## config.mk

```make
export PLATFORM = sky130hd
export DESIGN_NAME = bus_arb_flat
export DESIGN_NICKNAME = d
export VERILOG_FILES = /design/src/rtl/bus_arb_pkg.sv /design/src/rtl/bus_arb_if.sv /design/src/rtl/bus_arb_rr_pick.sv /design/src/rtl/bus_arb.sv /design/src/flat_wrapper.sv
export SDC_FILE = /design/constraint.sdc
export NUM_CORES = 1
export LEC_CHECK = 0
export CAP_MARGIN = 5
export CORE_AREA = 3 3 54 56
export DETAILED_ROUTE_END_ITERATION = 8
export DIE_AREA = 0 0 57 59
export DONT_BUFFER_PORTS = 1
export PLACE_DENSITY = 0.72
export REMOVE_ABC_BUFFERS = 1
export SETUP_SLACK_MARGIN = 0.2
export SLEW_MARGIN = 20
export SYNTH_ARGS = -nofsm -noshare
export SYNTH_HDL_FRONTEND = slang
export SYNTH_HIERARCHICAL = 1
export SYNTH_SLANG_ARGS = --single-unit
```

## constraint.sdc

```tcl
create_clock -name clk -period 2 [get_ports clk]
set_input_delay 0.2 -clock clk [delete_from_list [all_inputs] [get_ports clk]]
set_output_delay 0.2 -clock clk [all_outputs]
set_load 0.005 [all_outputs]
```

## src/rtl/bus_arb_pkg.sv

```systemverilog
// Shared definitions for the bus arbiter: state encoding and default widths.
package bus_arb_pkg;

  typedef enum logic [1:0] {
    ST_CPU   = 2'd0,
    ST_DMA   = 2'd1,
    ST_YIELD = 2'd2
  } st_t;

  localparam int AW_DEFAULT = 24;

endpackage

```

## src/rtl/bus_arb_if.sv

```systemverilog
// Bus bundle between the CPU/secondary masters and the pins, as seen by bus_arb.
interface bus_arb_if
  import bus_arb_pkg::*;
#(
  parameter int NREQ = 2,
  parameter int AW   = AW_DEFAULT
);

  logic [AW-1:0]      cpu_ab;
  logic               cpu_we;
  logic [7:0]         cpu_do;
  logic               cpu_lock;
  logic [NREQ-1:0]    req;
  logic [NREQ*AW-1:0] req_ab;
  logic [NREQ-1:0]    req_we;
  logic [NREQ*8-1:0]  req_do;
  logic [NREQ-1:0]    gnt;
  logic               RDY;
  logic [AW-1:0]      AB;
  logic               WE;
  logic [7:0]         DO;
  logic               busy;

  modport slave (
    input  cpu_ab, cpu_we, cpu_do, cpu_lock, req, req_ab, req_we, req_do,
    output gnt, RDY, AB, WE, DO, busy
  );

  modport master (
    output cpu_ab, cpu_we, cpu_do, cpu_lock, req, req_ab, req_we, req_do,
    input  gnt, RDY, AB, WE, DO, busy
  );

endinterface

```

## src/rtl/bus_arb_rr_pick.sv

```systemverilog
// Round-robin finder: first set bit of req scanning upward from rr+1, wrapping.
module bus_arb_rr_pick #(
  parameter int NREQ = 2,
  parameter int IW   = 1
) (
  input  logic [NREQ-1:0] req,
  input  logic [IW-1:0]   rr,
  output logic            valid,
  output logic [IW-1:0]   idx
);

  logic [IW-1:0] cand;

  // Scan from the farthest candidate down so the nearest one after rr wins.
  always_comb begin
    valid = 1'b0;
    idx   = '0;
    cand  = '0;
    for (int unsigned k = NREQ; k >= 1; k--) begin
      cand = IW'((32'(rr) + k) % NREQ);
      if (req[cand]) begin
        valid = 1'b1;
        idx   = cand;
      end
    end
  end

endmodule

```

## src/rtl/bus_arb.sv

```systemverilog
// Cycle-stealing arbiter between the CPU and NREQ secondary masters, with
// round-robin fairness and a capped burst followed by a mandatory CPU cycle.
module bus_arb
  import bus_arb_pkg::*;
#(
  parameter int NREQ      = 2,
  parameter int BURST_MAX = 4,
  parameter int AW        = AW_DEFAULT
) (
  input  logic      clk,
  input  logic      RST,
  bus_arb_if.slave  bus
);

  localparam int IW = (NREQ > 1) ? $clog2(NREQ) : 1;

  st_t             st;
  logic [IW-1:0]   cur;
  logic [IW-1:0]   rr;
  logic [3:0]      cnt;
  logic [NREQ-1:0] gnt_q;
  logic            pick_vld;
  logic [IW-1:0]   pick;

  bus_arb_rr_pick #(
    .NREQ (NREQ),
    .IW   (IW)
  ) u_rr_pick (
    .req   (bus.req),
    .rr    (rr),
    .valid (pick_vld),
    .idx   (pick)
  );

  always_ff @(posedge clk) begin
    if (RST) begin
      st    <= ST_CPU;
      gnt_q <= '0;
      cur   <= '0;
      rr    <= IW'(NREQ - 1);
      cnt   <= '0;
    end else begin
      case (st)
        ST_CPU: begin
          if (pick_vld && !bus.cpu_lock) begin
            st    <= ST_DMA;
            cur   <= pick;
            gnt_q <= NREQ'(1) << pick;
            cnt   <= 4'd1;
          end
        end
        ST_DMA: begin
          if (!bus.req[cur]) begin
            st    <= ST_CPU;
            gnt_q <= '0;
            rr    <= cur;
          end else if (cnt == 4'(BURST_MAX)) begin
            st    <= ST_YIELD;
            gnt_q <= '0;
            rr    <= cur;
          end else begin
            cnt <= cnt + 4'd1;
          end
        end
        ST_YIELD: st <= ST_CPU;
        default:  st <= ST_CPU;
      endcase
    end
  end

  always_comb begin
    bus.AB = bus.cpu_ab;
    bus.WE = bus.cpu_we;
    bus.DO = bus.cpu_do;
    if (st == ST_DMA) begin
      for (int unsigned i = 0; i < NREQ; i++) begin
        if (cur == IW'(i)) begin
          bus.AB = bus.req_ab[i*AW +: AW];
          bus.WE = bus.req_we[i];
          bus.DO = bus.req_do[i*8 +: 8];
        end
      end
    end
  end

  assign bus.gnt  = gnt_q;
  assign bus.RDY  = (st != ST_DMA);
  assign bus.busy = |gnt_q;

endmodule

```

## src/flat_wrapper.sv

```systemverilog
// flat-port wrapper written by rule: the top's interface ports become plain ports
module bus_arb_flat import bus_arb_pkg::*;
#(
  parameter int NREQ      = 2,
  parameter int BURST_MAX = 4,
  parameter int AW        = AW_DEFAULT
)
  (clk, RST, bus_cpu_ab, bus_cpu_we, bus_cpu_do, bus_cpu_lock, bus_req, bus_req_ab, bus_req_we, bus_req_do, bus_gnt, bus_RDY, bus_AB, bus_WE, bus_DO, bus_busy);
  bus_arb_if #(.NREQ(NREQ), .AW(AW)) bus_i ();
  input  logic clk;
  input  logic RST;
  input wire logic [$bits(bus_i.cpu_ab)-1:0] bus_cpu_ab;
  input wire logic [$bits(bus_i.cpu_we)-1:0] bus_cpu_we;
  input wire logic [$bits(bus_i.cpu_do)-1:0] bus_cpu_do;
  input wire logic [$bits(bus_i.cpu_lock)-1:0] bus_cpu_lock;
  input wire logic [$bits(bus_i.req)-1:0] bus_req;
  input wire logic [$bits(bus_i.req_ab)-1:0] bus_req_ab;
  input wire logic [$bits(bus_i.req_we)-1:0] bus_req_we;
  input wire logic [$bits(bus_i.req_do)-1:0] bus_req_do;
  output wire logic [$bits(bus_i.gnt)-1:0] bus_gnt;
  output wire logic [$bits(bus_i.RDY)-1:0] bus_RDY;
  output wire logic [$bits(bus_i.AB)-1:0] bus_AB;
  output wire logic [$bits(bus_i.WE)-1:0] bus_WE;
  output wire logic [$bits(bus_i.DO)-1:0] bus_DO;
  output wire logic [$bits(bus_i.busy)-1:0] bus_busy;
  assign bus_i.cpu_ab = bus_cpu_ab;
  assign bus_i.cpu_we = bus_cpu_we;
  assign bus_i.cpu_do = bus_cpu_do;
  assign bus_i.cpu_lock = bus_cpu_lock;
  assign bus_i.req = bus_req;
  assign bus_i.req_ab = bus_req_ab;
  assign bus_i.req_we = bus_req_we;
  assign bus_i.req_do = bus_req_do;
  assign bus_gnt = bus_i.gnt;
  assign bus_RDY = bus_i.RDY;
  assign bus_AB = bus_i.AB;
  assign bus_WE = bus_i.WE;
  assign bus_DO = bus_i.DO;
  assign bus_busy = bus_i.busy;
  bus_arb #(.NREQ(NREQ), .BURST_MAX(BURST_MAX), .AW(AW)) u_core (.clk(clk), .RST(RST), .bus(bus_i));
endmodule
```

-- Word level (Yosys, flattened, before mapping)
Cells that the tools add are included.
W data, S select, Z words.
- memories: 0
- memory bits (writable): 0
- bits in read-only memories: 0
- bits in latches: 0
- bits in registers: 10
- input bits: 104
- order comparisons: 3
- add/subtract/negate cells: 3
- equality and inequality tests: 8
- shift operators: 1
- multiply operators: 0
- reductions and logical operators: 10
- bitwise gates (word level): 0
- div/mod/pow operators: 0
- mux-type cells: 30
- operators by type and width (operator ; count):
    $mux W24 ; 2
    $mux W8 ; 2
    $mux W1 ; 14
    $mux W2 ; 6
    $mux W4 ; 3
    $pmux W2 S2 ; 2
    $pmux W4 S2 ; 1
    $lt A1 B2 Y1 const B ; 3
    $ne A2 B1 Y1 const B ; 3
    $reduce_and A2 Y1 ; 3
    $add A4 B1 Y4 const B ; 1
    $eq A4 B3 Y1 const B ; 1
    $ne A2 B2 Y1 const B ; 2
    $reduce_and A4 Y1 ; 1
    $ne A3 B3 Y1 const B ; 1
    $reduce_and A3 Y1 ; 1
    $add A1 B1 Y1 const B ; 2
    $eq A2 B1 Y1 const B ; 1
    $logic_not A2 Y1 ; 1
    $reduce_bool A2 Y1 ; 1
    $reduce_or A2 Y1 ; 1
    $shl A1 B1 Y2 const A ; 1
    $logic_and A1 B1 Y1 ; 1
    $logic_not A1 Y1 ; 1

-- Depth between registers and ports, before layout
- word-level depth: 8
- mapped depth: 7
- depth with buffers taken out: 6

-- Modules after synthesis
Netlist, hierarchy kept.
- modules (own cells, without submodules) (module ; cells an instance ; area each (sq um) ; seq. area each (sq um) ; instances):
    bus_arb ; 168 ; 1187.4 ; 200.2 ; 1
    bus_arb_rr_pick ; 2 ; 13.8 ; 0.0 ; 1

-- Worst setup path after synthesis
Ideal clock, no wire load.
- kind: flip-flop to output port
- start point: reg u_core.st[1]
- end point: out bus_AB[0]
- arrival: 1.236 ns
- setup slack: 0.564 ns
- path buffers: 3
- cell stages (with the launch flop): 8
- required time: 1.800 ns
- cell sequence: dfxtp_1 > and2b_1 > inv_2 > buf_4 > buf_2 > buf_2 > nand2_1 > o21ai_1
- word-level cells in the longest chain between the ends: 2
- ends and longest elaborated chain (element ; RTL line ; source):
    start: declaration ; bus_arb.sv:17 ; st_t st;
    start signal: assignment ; bus_arb.sv:37 ; st <= ST_CPU;
    start signal: assignment ; bus_arb.sv:46 ; st <= ST_DMA;
    start signal: assignment ; bus_arb.sv:54 ; st <= ST_CPU;
    $eq A2 B1 Y1 ; bus_arb.sv:75 ; if (st == ST_DMA) begin
    $mux W24 ; bus_arb.sv:75 ;
    end: declaration ; flat_wrapper.sv:22 ; output wire logic [$bits(bus_i.AB)-1:0] bus_AB;
No other way between the ends.

-- Worst setup path after layout
- start point: reg u_core.st[1]
- end point: out bus_WE
- word-level cells in the longest chain between the ends: 2
- ends and longest elaborated chain (element ; RTL line ; source):
    $eq A2 B1 Y1 ; bus_arb.sv:75 ;
    $mux W1 ; bus_arb.sv:75 ;
    end: declaration ; flat_wrapper.sv:23 ; output wire logic [$bits(bus_i.WE)-1:0] bus_WE;
No other way between the ends.

==> key figures <==
Die
  – Die Y: between 50 and 60 um
  – Die area: 3363 um^2
  – Chip width: roughly 57 um
  – Starting density of the core: between 40% and 50%
  – Top-level I/O count: roughly 140
  – Std-Cell Rows: 18
  – Core area: 2477 um^2

Worst setup path
  – R2r endpoint: u_core/rr
  – WP data required: roughly 1800 ps
  – Crit path launch: u_core/st[1]
  – Critical Path End Type: output pin
  – Worst Path Arrival: approximately 1500 ps
  – Flop2flop setup slack: between 300 and 400 ps
  – Startpoint Class: flip-flop
  – Reg-to-reg startpoint: u_core/cnt[0]
  – Setup Crit Path Kind: reg -> out
  – Max FO, Critical Path: between 40 and 50
  – Reg2Reg Depth: 6

Placement
  – Dpl cell area: between 1000 and 1500 um^2
  – DP Wirelength: 3196 um
  – Place WS: between 400 and 500 ps
  – Post-Place Cells: around 190
  – GP Congestion: ~0.90
  – Port-buffer cells: 0

Job
  – Max cap viols: 0

Cells and area
  – Leading cell type in the layout, fill and taps excluded: nand2_1
  – Layout Nets: around 270
  – Most frequent cells in the layout: 37 x nand2_1, 36 x o21ai_1, 33 x mux2i_1
  – P&R area growth vs syn: 4.063%
  – Inserted Diodes: 0
  – Fin cells: 194
  – Share of cells above drive strength 1: under 10%
  – # fillers: 240
  – Finished Cell Area: roughly 1200 um^2

Clock network
  – Post-CTS setup buffers: 0
  – Max Root-Sink Buffers: 2
  – CTS sink count: 10
  – CTS tree: yes
  – H-Tree Depth: 1
  – Clk root buf: clkbuf_4
  – Clock latency on the worst-skew pair: ~260 ps
  – Clk slew on worst S/H paths: about 60 ps
  – Num CTS Buffers: 3

Timing
  – Worst slew margin: approximately two thirds
  – Hold_ws: roughly 13 ps
  – Worst Skew: 6.335 ps
  – Worst Tran Pin Value: around 490 ps
  – Fin crit share: just over 80%
  – Final Setup Violations: 0
  – Max Clk Rate: ~600 MHz
  – Max Transition Viols Final: 0
  – Hold Vio Cnt, Final: 0
  – RSZ-0062 raised after global routing: yes
  – Final min period: between 1500 and 2000 ps
  – Final setup margin: around 340 ps

Global routing
  – Largest net degree at the start of global routing: 46
  – GRT overflow: 0
  – First-pass GRT wire length: ~5400 um
  – Initial antenna violation count: 0
  – Global Route Usage Sum: a little over a fifth
  – Vias in the first global route: between 1,000 and 1,500

Route
  – Post-route ant nets: 0
  – Routed WL per cell: ~20 um
  – Via count: between 1,000 and 1,500
  – Detailed Route WL: 3882 um
  – TritonRoute pass-1 iters: 4
  – Vias/cell: 6.216
  – Post-route DRC: 0
  – 1st-iter DRT viols: 63

Hold path
  – Hold endpoint: u_core/cnt[3]
  – Cell count of the worst hold path: 1
  – Hold Crit Class: in -> reg
  – HP Start: RST

Yosys
  – Syn avg cell area: ~7.1 um^2
  – Flops & latches, synth: 10
  – Sequential-to-total area share from yosys stat: between 15 and 20%
  – Synth warn: 6
  – Synth unique cells: 33
  – Post-Synthesis Cells: 170
  – Post-Synthesis Cell Area: about 1200 um^2

Status
  – Status: finished, final reports clean

Power
  – Pleak: between 0.0004 and 0.0005 uW
  – Total power: 607.8 uW
  – Peak VDD IR: 310.7 uV
  – P per Cell Area: 486.3 nW/um^2
## how the worst max path moves through the flow
| stage | to | slack, ps | cells after the start |
|---|---|---|---|
| floorplan | u_core/rr | -440 | 3 |
| global placement | u_core/rr | 510 | 6 |
| detailed placement | u_core/rr | 450 | 6 |
| CTS | bus_AB[12] | 230 | 5 |
| global route | bus_WE | 200 | 5 |
| finish | bus_WE | 340 | 5 |
## cell usage after synthesis (all sizes together)
cell	n	area share, %
a211o	2	1.5
a211oi	1	0.63
a21boi	1	0.63
a21oi	3	1.2
a311oi	1	0.73
a31oi	1	0.52
and2	1	0.52
and2b	1	0.63
and3b	1	0.73
buf	9	4.0
clkbuf	5	1.6
dfxtp	10	17
ha	2	2.1
inv	4	1.2
mux2i	34	29
nand2	38	12
nand3	2	0.83
nand3b	1	0.63
nor2	7	2.2
nor4	2	1.0
nor4b	3	2.7
o21a	1	0.63
o21ai	37	16
or2	2	1.0
or4b	1	0.83
## cells by family after synthesis
family / share of synthesized area [%]
multiplexers: 28.65
buffers and inverters: 6.770
AND/OR/NAND/NOR: 23.65
adder cells (fa/ha/maj): 2.083
flip-flops: 16.67
AO/OA/AOI/OAI: 22.19
## timing repair
item                                    in CTS  in global routing
endpoints found under the hold margin        5                  0
endpoints found under the setup margin       0                 23
hold buffers                                 1                  0
resized for setup                            0                  2
## worst max-delay path: stages (launching register included)
cell and delay [ps]:
dfxtp_1 340, and2b_1 230, inv_2 120, buf_6 280, nand2_1 100, o21ai_1 130
## area by class of cell
type	count	area, um^2	share of cell area (%)
clock buffer	4	36.28	2.903
inverter	4	15.01	1.201
multi-input combinational	142	919.6	73.57
sequential	10	201.4	16.12
tap	30	37.54	3.003
timing repair buffer	4	40.04	3.203
## registers in the layout (all words and copies together), names as in the netlist
register / flops
u_core/cnt: 4
u_core/bus.gnt: 2
u_core/st: 2
u_core/cur: 1
u_core/rr: 1
## power breakdown
group	internal [uW]	switching, uW	total [uW]	leakage, uW
Combinational	84.7	132	217	0.000346
Clock	110	65.1	175	0.0000210
Sequential	208	7.53	216	0.0000820
## per-stage QoR
step / utilization [%] / setup TNS [ps]
final: 50.45 / 0
after global routing: 50.45 / 0
after CTS: 50.15 / 0
after detailed placement: 48.28 / 0
after global placement: 48.28 / 0
after floorplan: - / -2673
## metal layers
metal	track usage [%]	share of wire, %	vias up
met5	0	0	-
met4	9.603	2.4	0
met3	3.268	9.2	6
met2	40.78	56	83
met1	22.28	33	528
li1	-	-	589
No activity file was read; power rests on OpenSTA's default activity.
